### config.mk
export PLATFORM = sky130hd
export DESIGN_NAME = pe_nic
export DESIGN_NICKNAME = d
export VERILOG_FILES = /design/src/rtl/pe_nic.sv
export SDC_FILE = /design/constraint.sdc
export NUM_CORES = 1
export LEC_CHECK = 0
export CORE_MARGIN = 2
export CORE_UTILIZATION = 49
export CTS_CLUSTER_DIAMETER = 200
export CTS_CLUSTER_SIZE = 28
export DETAILED_ROUTE_END_ITERATION = 12
export PLACE_DENSITY = 0.89
export SLEW_MARGIN = 15
export SYNTH_ARGS = -nofsm -noshare
export SYNTH_HDL_FRONTEND = slang
export SYNTH_SLANG_ARGS = --single-unit
### constraint.sdc
create_clock -name clk -period 3.9 [get_ports clk]
set_input_delay 0.78 -clock clk [delete_from_list [all_inputs] [get_ports clk]]
set_output_delay 0.78 -clock clk [all_outputs]
set_load 0.01 [all_outputs]
### src/rtl/pe_nic.sv
// Processor-side network interface: one-entry input and output packet channels
// between a processor register port and a router PE port, with polarity-gated injection.
module pe_nic #(
    parameter int DATA_WIDTH = 64
) (
    input  logic                  clk,
    input  logic                  reset,
    input  logic [1:0]            addr,
    input  logic [DATA_WIDTH-1:0] d_in,
    output logic [DATA_WIDTH-1:0] d_out,
    input  logic                  nicEn,
    input  logic                  nicWrEn,
    output logic                  net_so,
    input  logic                  net_ri,
    output logic [DATA_WIDTH-1:0] net_do,
    input  logic                  net_si,
    output logic                  net_ro,
    input  logic [DATA_WIDTH-1:0] net_di,
    input  logic                  net_polarity
);

    localparam logic [1:0] ADDR_IN_BUF     = 2'd0;
    localparam logic [1:0] ADDR_IN_STATUS  = 2'd1;
    localparam logic [1:0] ADDR_OUT_BUF    = 2'd2;
    localparam logic [1:0] ADDR_OUT_STATUS = 2'd3;

    logic [DATA_WIDTH-1:0] in_buf;
    logic [DATA_WIDTH-1:0] out_buf;
    logic                  in_full;
    logic                  out_full;
    logic                  rd_en;
    logic                  wr_en;
    logic                  eject;
    logic                  inject;

    assign rd_en  = nicEn & ~nicWrEn;
    assign wr_en  = nicEn & nicWrEn;

    assign net_ro = ~in_full;
    assign net_do = out_buf;
    // The router only takes a packet whose VC matches its current polarity.
    assign net_so = out_full & (out_buf[DATA_WIDTH-1] == net_polarity);

    assign eject  = net_si & ~in_full;
    assign inject = net_so & net_ri;

    // Capture and drain are mutually exclusive: capture needs in_full=0, drain needs in_full=1.
    always_ff @(posedge clk) begin
        if (reset) begin
            in_buf  <= '0;
            in_full <= 1'b0;
        end else if (eject) begin
            in_buf  <= net_di;
            in_full <= 1'b1;
        end else if (rd_en && addr == ADDR_IN_BUF && in_full) begin
            in_full <= 1'b0;
        end
    end

    // out_full is sampled before the drain, so a write on the draining edge is dropped.
    always_ff @(posedge clk) begin
        if (reset) begin
            out_buf  <= '0;
            out_full <= 1'b0;
        end else if (inject) begin
            out_full <= 1'b0;
        end else if (wr_en && addr == ADDR_OUT_BUF && !out_full) begin
            out_buf  <= d_in;
            out_full <= 1'b1;
        end
    end

    always_ff @(posedge clk) begin
        if (reset) begin
            d_out <= '0;
        end else if (rd_en) begin
            case (addr)
                ADDR_IN_BUF:     d_out <= in_buf;
                ADDR_IN_STATUS:  d_out <= {{(DATA_WIDTH-1){1'b0}}, in_full};
                ADDR_OUT_BUF:    d_out <= out_buf;
                ADDR_OUT_STATUS: d_out <= {{(DATA_WIDTH-1){1'b0}}, out_full};
                default:         d_out <= in_buf;
            endcase
        end
    end

endmodule
### Word level (Yosys, flattened, before mapping)

Cells that the tools add are included.

| operators by class | value |
|---|---|
| eq/ne operators | 4 |
| mux-type cells | 3 |
| bitwise gates (word level) | 8 |
| reductions and logical operators | 9 |

Operators with widths:

| kind | number |
|---|---|
| $pmux 64 s4 | 1 |
| $and 1x1->1 | 5 |
| $eq 2x2->1 const B | 2 |
| $logic_and 1x1->1 | 4 |
| $not 1->1 | 3 |
| $eq 2x1->1 const B | 1 |
| $logic_not 2->1 | 1 |
| $mux 1 | 2 |
| $reduce_and 2->1 | 1 |
| $reduce_bool 2->1 | 1 |
| $reduce_or 2->1 | 1 |
| $eq 1x1->1 | 1 |
| $logic_not 1->1 | 1 |

| word-level totals | value |
|---|---|
| register bits | 194 |
| word-level logic and storage cells | 29 |

### Longest topological paths before layout

Gate-level depths: netlist (run 1).

| depth | value |
|---|---|
| depth after elaboration | 6 |
| mapped depth | 5 |

### Worst setup path after synthesis (run 1)

No wires, ideal clock.

| path | value |
|---|---|
| kind | input to register |
| from | input addr[0] |
| to | register d_out[10] |
| library setup time | 0.059 ns |
| arrival | 1.834 ns |
| path slack | 2.007 ns |
| stages | 4 |
| path buffers | 1 |
| cells stage by stage | or3b_4 -> nor3_4 -> buf_6 -> a221o_1 |

| between the ends | value |
|---|---|
| cells in the longest elaborated chain, start to end | 2 |
| elaborated cells on any way between the ends | 5 |
| those cells by class | eq/ne: 3; mux: 1; reduce/logical: 1 |

Ends and longest elaborated chain:

| element | RTL line | source |
|---|---|---|
| from (decl) | 8 | `input logic [1:0] addr,` |
| $eq 2x2->1, or another cell as far along | 77 | `case (addr)` |
| $pmux 64 s4 * | 77 |  |
| to (signal assigned) | 78 | `ADDR_IN_BUF: d_out <= in_buf;` |
| to (signal assigned) | 79 | `ADDR_IN_STATUS: d_out <= {{(DATA_WIDTH-1){1'b0}}, in_full};` |
| to (signal assigned) | 80 | `ADDR_OUT_BUF: d_out <= out_buf;` |
| to (decl) | 10 | `output logic [DATA_WIDTH-1:0] d_out,` |

Every way passes the cells marked *; elsewhere a longest branch is shown, timed or not.
A chain may end at the register's enable or synchronous reset.

### Worst setup path in the final report (run 1)

| path | value |
|---|---|
| from | input net_polarity |
| to | output net_so |

| between the ends | value |
|---|---|
| cells in the longest elaborated chain, start to end | 2 |

Ends and longest elaborated chain:

| element | RTL line | source |
|---|---|---|
| from (decl) | 19 | `input logic net_polarity` |
| $eq 1x1->1 | 42 | `assign net_so = out_full & (out_buf[DATA_WIDTH-1] == net_polarity);` |
| $and 1x1->1 | 42 |  |
| to (decl) | 13 | `output logic net_so,` |

Every way passes these cells.

==> impl_metrics.csv, run 1 <==
group,metric,value,unit
clock_tree,postCtsHoldBufs,0,
worst_setup_path,reg2reg_depth,4,
synthesis,syn_inst,792,
worst_setup_path,cp-endpoint,"net_so",
placed_design,numPortBuffers,266,
synthesis,ys_seq_elements,194,
synthesis,muxShareOfSynthArea,8.71,%
global_route,grt_antenna_before_repair,0,
floorplan,die_w,130,um
timing,relSlewSlack,50.5,%
synthesis,syn-cell-area,7730,um^2
clock_tree,insertion_delay,430,ps
clock_tree,clk_root_buffer_cell,"clkbuf_16",
global_route,grt_overflow,0,
synthesis,synth_fp_nets,929,
routing,viasPerCell,5.40,
routing,dr.pass1.iters,4,
placed_design,placed_cell_area,10500,um^2
clock_tree,cts_resized,0,
synthesis,synth_top_family_by_area,"simple AND/OR/NAND/NOR gates",
synthesis,avgSynthCellArea,9.76,um^2
pwr,seqPwrFrac,48.6,%
timing,rsz0062_at_grt,"false",
pwr,ir_worst_vdd,314,uV
run,cap_violations,0,
routing,wire_per_inst,17.6,um
worst_setup_path,r2r-start,"in_full",
layout,diodes,0,
global_route,grt.total_usage,25.7,%
synthesis,yosys-top-cells-count,"194 x dfxtp_1, 129 x nand2b_1, 128 x nand2_1, 65 x a21oi_1, 65 x mux2i_1",
layout,n_fill_cell,1139,
pwr,power_density,387,nW/um^2
clock_tree,htreeDepth,4,
synthesis,synth-simple-area-share,23.8,%
layout,final_core_util,72.4,%
pwr,swShare,22.2,%
synthesis,synth-edff-count,0,
synthesis,synth_compound_area_share,12.7,%
worst_setup_path,startpoint_type,"input pin",
clock_tree,cts_setup_buffers,0,
timing,timing.final.hold_violations,0,
worst_setup_path,rrSetupSlack,1900,ps
pwr,p_sw,953,uW
pwr,power_leakage,0.00393,uW
timing,fin_tns_setup,0,ps
routing,postRouteAntennaNets,0,
synthesis,synthTopCellsByArea,"dfxtp_1 50%, nand2b_1 10%, mux2i_1 8.4%, a221o_1 8.2%, nand2_1 6.2%",
pwr,pwr-share-comb,10.1,%
global_route,grt_max_degree,120,
synthesis,synth_top_area_cell,"dfxtp_1",
synthesis,ys_warn_count,0,
worst_setup_path,end_kind,"output port",
synthesis,ys_seq_area_share,50.2,%
timing,tightest_slew,742,ps
floorplan,core_area,15300,um^2
routing,wl,21900,um
routing,drtIter0Drc,429,
clock_tree,cts_buffers,17,
worst_setup_path,worst_ep_arrival_time,2060,ps
hold_path,hp-class,"register to register",
worst_setup_path,critPathMaxFanout,2,
global_route,grt_pass1_wl,33900,um
timing,hold_ws,457,ps
synthesis,yosysMostFrequentCell,"dfxtp_1",
synthesis,ys_async_sr_fraction,0,%
timing,final.setup_skew,6.42,ps
worst_setup_path,critPathLaunch,"net_polarity",
synthesis,synth.top_cell.area_share,50.2,%
outcome,outcome,"finished clean",
layout,final_layout_size_suffix_gt1_share,5.22,%
placed_design,place_congestion,0.790,
timing,period_share,72.7,%
floorplan,initial_utilization,50.5,%
layout,fin_nets,1158,
clock_tree,clock_sinks,194,
synthesis,synth_xor_area_share,0.113,%
clock_tree,cts_tree,"built",
worst_setup_path,worstPathRequired,3120,ps
floorplan,rows,45,
synthesis,synth_fa_ha_area_share,0,%
synthesis,synthFlopType,"dfxtp_1",
routing,drc,0,
timing,period_minus_slack,2840,ps
clock_tree,cts_buffer_depth,2,
layout,area_delta_synth_final,43.4,%
floorplan,ios,267,
routing,vias,6723,
pwr,intPower,3330,uW
timing,drv_slew,0,
layout,final_cell_area,11100,um^2
global_route,grt_pass1_vias,6690,
synthesis,synth_cell_types,26,
worst_setup_path,r2r-end,"in_buf[6]",
placed_design,place_hpwl,14400,um
timing,setup_viol,0,
timing,fmax,353,MHz
pwr,p_clk_share,41.2,%
clock_tree,clk_pin_slew,60,ps
floorplan,fp.dieArea,16800,um^2
worst_setup_path,path_class,"input pin to output port",
floorplan,die_h,130,um
-- worst min path at each step --
stage                     slack [ps]          to  cells past startpoint  startpoint
final                            460  in_buf[63]                      2  in_buf[63]
after global routing             470  in_buf[36]                      2  in_buf[36]
after CTS                        460  in_buf[21]                      2  in_buf[21]
after detailed placement         450  in_buf[40]                      2  in_buf[40]
after global placement           440  in_buf[36]                      2  in_buf[36]
after floorplan                  430   in_buf[0]                      2   in_buf[0]
-- worst max-delay path: stages --
cell             delay, ps
clkdlybuf4s50_1        470
xnor2_1                130
and2_1                 150
clkdlybuf4s50_1        530
-- stage by stage --
step / instances / worst slack, ps / total power, uW
after floorplan: 792 / 2010 / 2320
after global placement: 1213 / 1080 / 2550
after detailed placement: 1213 / 1060 / 2560
after CTS: 1245 / 1060 / 4310
after global routing: 1245 / 1030 / 4420
final: 1245 / 1060 / 4280
-- metal layers --
metal  global-route usage [%]  wire length [um]
met1                     30.2              8930
met5                        0                 0
met3                     8.38              1780
met4                     9.99               635
met2                     43.6             10600
-- power groups by stage --
stage / sequential (uW) / combinational, uW / clock [uW]
floorplan: 2120 / 192 / 0
detailed placement: 2130 / 431 / 0
global route: 2090 / 468 / 1860
global placement: 2120 / 423 / 0
CTS: 2080 / 435 / 1790
finish: 2080 / 434 / 1770
-- final cells by class --
class,instances,area (um^2),share of cell area (%)
flip-flops and latches,194,3880,35.0
multi-input cells,527,3530,31.8
repair buffers,280,2790,25.2
clock buffers,24,512,4.62
well taps,211,264,2.38
clock inverters,8,98.8,0.892
inverters,1,3.75,0.0339
-- cell usage in the layout, fill, tap and decap left out, types with 2 or more instances in the layout --
cell type        count
a21oi_1             65
nor2b_4              2
nor3b_1             63
a221o_1             63
buf_12               2
clkinv_2             3
nand2_1            128
clkdlybuf4s50_1    265
bufinv_16            2
buf_4               12
mux2i_1             65
dfxtp_1            194
clkbuf_16           17
clkinvlp_4           2
nand2b_1           128
clkbuf_8             6
-- sequential cells by signal, summed over array words and instances (netlist names) --
signal	count
d_out	64
net_do	64
out_full	1
in_buf	64
in_full	1
-- logic make-up after synthesis --
family / Yosys count
AOI/OAI and AO/OA: 131
and+or+nand+nor: 329
xor gates and xnor gates: 1
buffers and inverters: 71
DFF: 194
muxes: 66
Note: power is estimated with default switching activity, not from simulation.
==> inputs of run 2 (changes only) <==
--- a/config.mk
+++ b/config.mk
@@ -6,11 +6,11 @@
 export NUM_CORES = 1
 export LEC_CHECK = 0
 export CORE_MARGIN = 2
-export CORE_UTILIZATION = 49
+export CORE_UTILIZATION = 41
 export CTS_CLUSTER_DIAMETER = 200
 export CTS_CLUSTER_SIZE = 28
 export DETAILED_ROUTE_END_ITERATION = 12
-export PLACE_DENSITY = 0.89
+export PLACE_DENSITY = 0.79
 export SLEW_MARGIN = 15
 export SYNTH_ARGS = -nofsm -noshare
 export SYNTH_HDL_FRONTEND = slang
==> constraint.sdc (replaced) <==
create_clock -name clk -period 2.6 [get_ports clk]
set_input_delay 0.52 -clock clk [delete_from_list [all_inputs] [get_ports clk]]
set_output_delay 0.52 -clock clk [all_outputs]
set_load 0.01 [all_outputs]
==> run 2 against run 1 <==
Effect of this change:
- final cell count is 2.2% higher
- clock-buffer cell count is 7 lower
- total power rose by 49%
- sequential cell count unchanged
==> impl_metrics.csv, run 2 (synthesis gave the netlist of run 1 again) <==
group,metric,value,unit
outcome,outcome,"finished clean",
layout,layout_common_cells,"265 x clkdlybuf4s50_1, 194 x dfxtp_1, 128 x nand2_1, 128 x nand2b_1",
worst_setup_path,cp_slowest_cell,"clkdlybuf4s50_1",
global_route,grt_overflow,0,
worst_setup_path,crit_chain,"clkdlybuf4s50_1 -> xnor2_1 -> and2_1 -> clkdlybuf4s50_1",
global_route,grt_pass1_vias,6364,
layout,area_delta_synth_final,45.2,%
global_route,grt.total_usage,21.1,%
layout,final_cell_area,11200,um^2
clock_tree,clk_root_buffer_cell,"clkbuf_16",
worst_setup_path,end_kind,"output port",
floorplan,die_h,141,um
timing,timing.final.hold_violations,0,
layout,multi_input_area,3530,um^2
placed_design,placed_cell_area,10600,um^2
routing,postRouteAntennaNets,0,
timing,period_minus_slack,2310,ps
placed_design,place_congestion,0.789,
layout,final_common_cell,"clkdlybuf4s50_1",
hold_path,hold_depth,2,
clock_tree,cts_buffers,17,
clock_tree,cts_setup_buffers,0,
layout,layout.area.seq,3880,um^2
timing,rsz0062_at_grt,"false",
run,cap_violations,0,
global_route,grt_antenna_before_repair,2,
routing,vias,6527,
worst_setup_path,r2r-end,"net_do[27]",
clock_tree,cts_buffer_depth,2,
hold_path,min_from,"in_buf[31]",
timing,tightest_slew,521,ps
timing,drv_slew,0,
pwr,ir_worst_vdd,417,uV
pwr,power_density,569,nW/um^2
worst_setup_path,rrSetupSlack,1210,ps
timing,fmax,432,MHz
global_route,grt_pass1_wl,33700,um
hold_path,hp-class,"register to register",
worst_setup_path,cpMostUsedCell,"clkdlybuf4s50_1",
placed_design,place_hpwl,14500,um
global_route,grt_max_degree,105,
floorplan,fp.dieArea,20000,um^2
placed_design,placed_cells,1239,
clock_tree,cts_resized,0,
hold_path,hold_path_end,"in_buf[31]",
layout,final_layout_size_suffix_gt1_share,5.59,%
pwr,power_leakage,0.00397,uW
placed_design,numPortBuffers,266,
layout,n_fill_cell,1607,
timing,fin_tns_setup,0,ps
worst_setup_path,slowest_delay,530,ps
clock_tree,insertion_delay,420,ps
worst_setup_path,r2r-start,"out_full",
layout,instances_no_fill,1273,
routing,dr.pass1.iters,5,
routing,drtIter0Drc,287,
timing,setup_viol,0,
timing,final.setup_skew,7.96,ps
worst_setup_path,worstPathRequired,2080,ps
routing,wire_per_inst,16.8,um
worst_setup_path,reg2reg_depth,3,
floorplan,ios,267,
layout,fin_nets,1161,
routing,wl,21400,um
worst_setup_path,critPathMaxFanout,2,
clock_tree,postCtsHoldBufs,0,
worst_setup_path,path_class,"input pin to output port",
floorplan,core_area,18600,um^2
timing,hold_ws,456,ps
floorplan,die_w,141,um
clock_tree,clk_pin_slew,70,ps
clock_tree,htreeDepth,4,
floorplan,initial_utilization,41.6,%
clock_tree,cts_tree,"built",
routing,viasPerCell,5.13,
routing,drc,0,
worst_setup_path,worst_ep_arrival_time,1790,ps
timing,relSlewSlack,65.2,%
clock_tree,clock_sinks,194,
timing,period_share,89.0,%
floorplan,rows,50,
worst_setup_path,startpoint_type,"input pin",
run 2: cell count changes in the layout (fill, tap and decap cells not counted), sizes merged:
cell,change
diode,+2
inv,+5
buf,+3
clkbuf,-7
clkinv,+2
run 2: worst max path at each step:
stage | cells after the start | from | slack (ps) | endpoint
detailed placement | 5 | nicWrEn | 270 | d_out[61]
CTS | 4 | net_polarity | 280 | net_so
global route | 4 | net_polarity | 230 | net_so
floorplan | 4 | addr[0] | 970 | d_out[10]
global placement | 4 | net_polarity | 300 | net_so
finish | 4 | net_polarity | 290 | net_so
run 2: layout make-up:
cell class	count	area share, %
antenna	2	0.0446
clock buffer	17	3.79
clock inverter	15	1.40
inverter	1	0.0334
multi-input combinational	527	31.4
sequential	194	34.6
tap	234	2.61
timing repair buffer	283	26.1
run 2: stage by stage:
step                setup slack (ps)  util, %  total power, uW
global placement                 295     57.2             3850
global route                     231     60.4             6640
CTS                              283     60.4             6460
finish                           286     60.4             6380
detailed placement               273     57.2             3860
floorplan                        967        -             3470
run 2: power by group:
group | internal (uW) | switching [uW]
logic | 376 | 287
clock network | 1430 | 1170
registers | 3060 | 57.2
run 2: metal layers:
metal,global-route usage (%),share of wire [%],wire length (um)
met1,25.9,43,9160
met2,34.1,47,10000
met3,7.05,7.7,1650
met4,8.74,2.8,590
met5,0,0,0
run 2: critical path: cells and delay by family:
kind / cells / cell delay, ps
buffers and inverters: 2 / 1000
AND/OR/NAND/NOR: 1 / 140
XOR/XNOR: 1 / 130
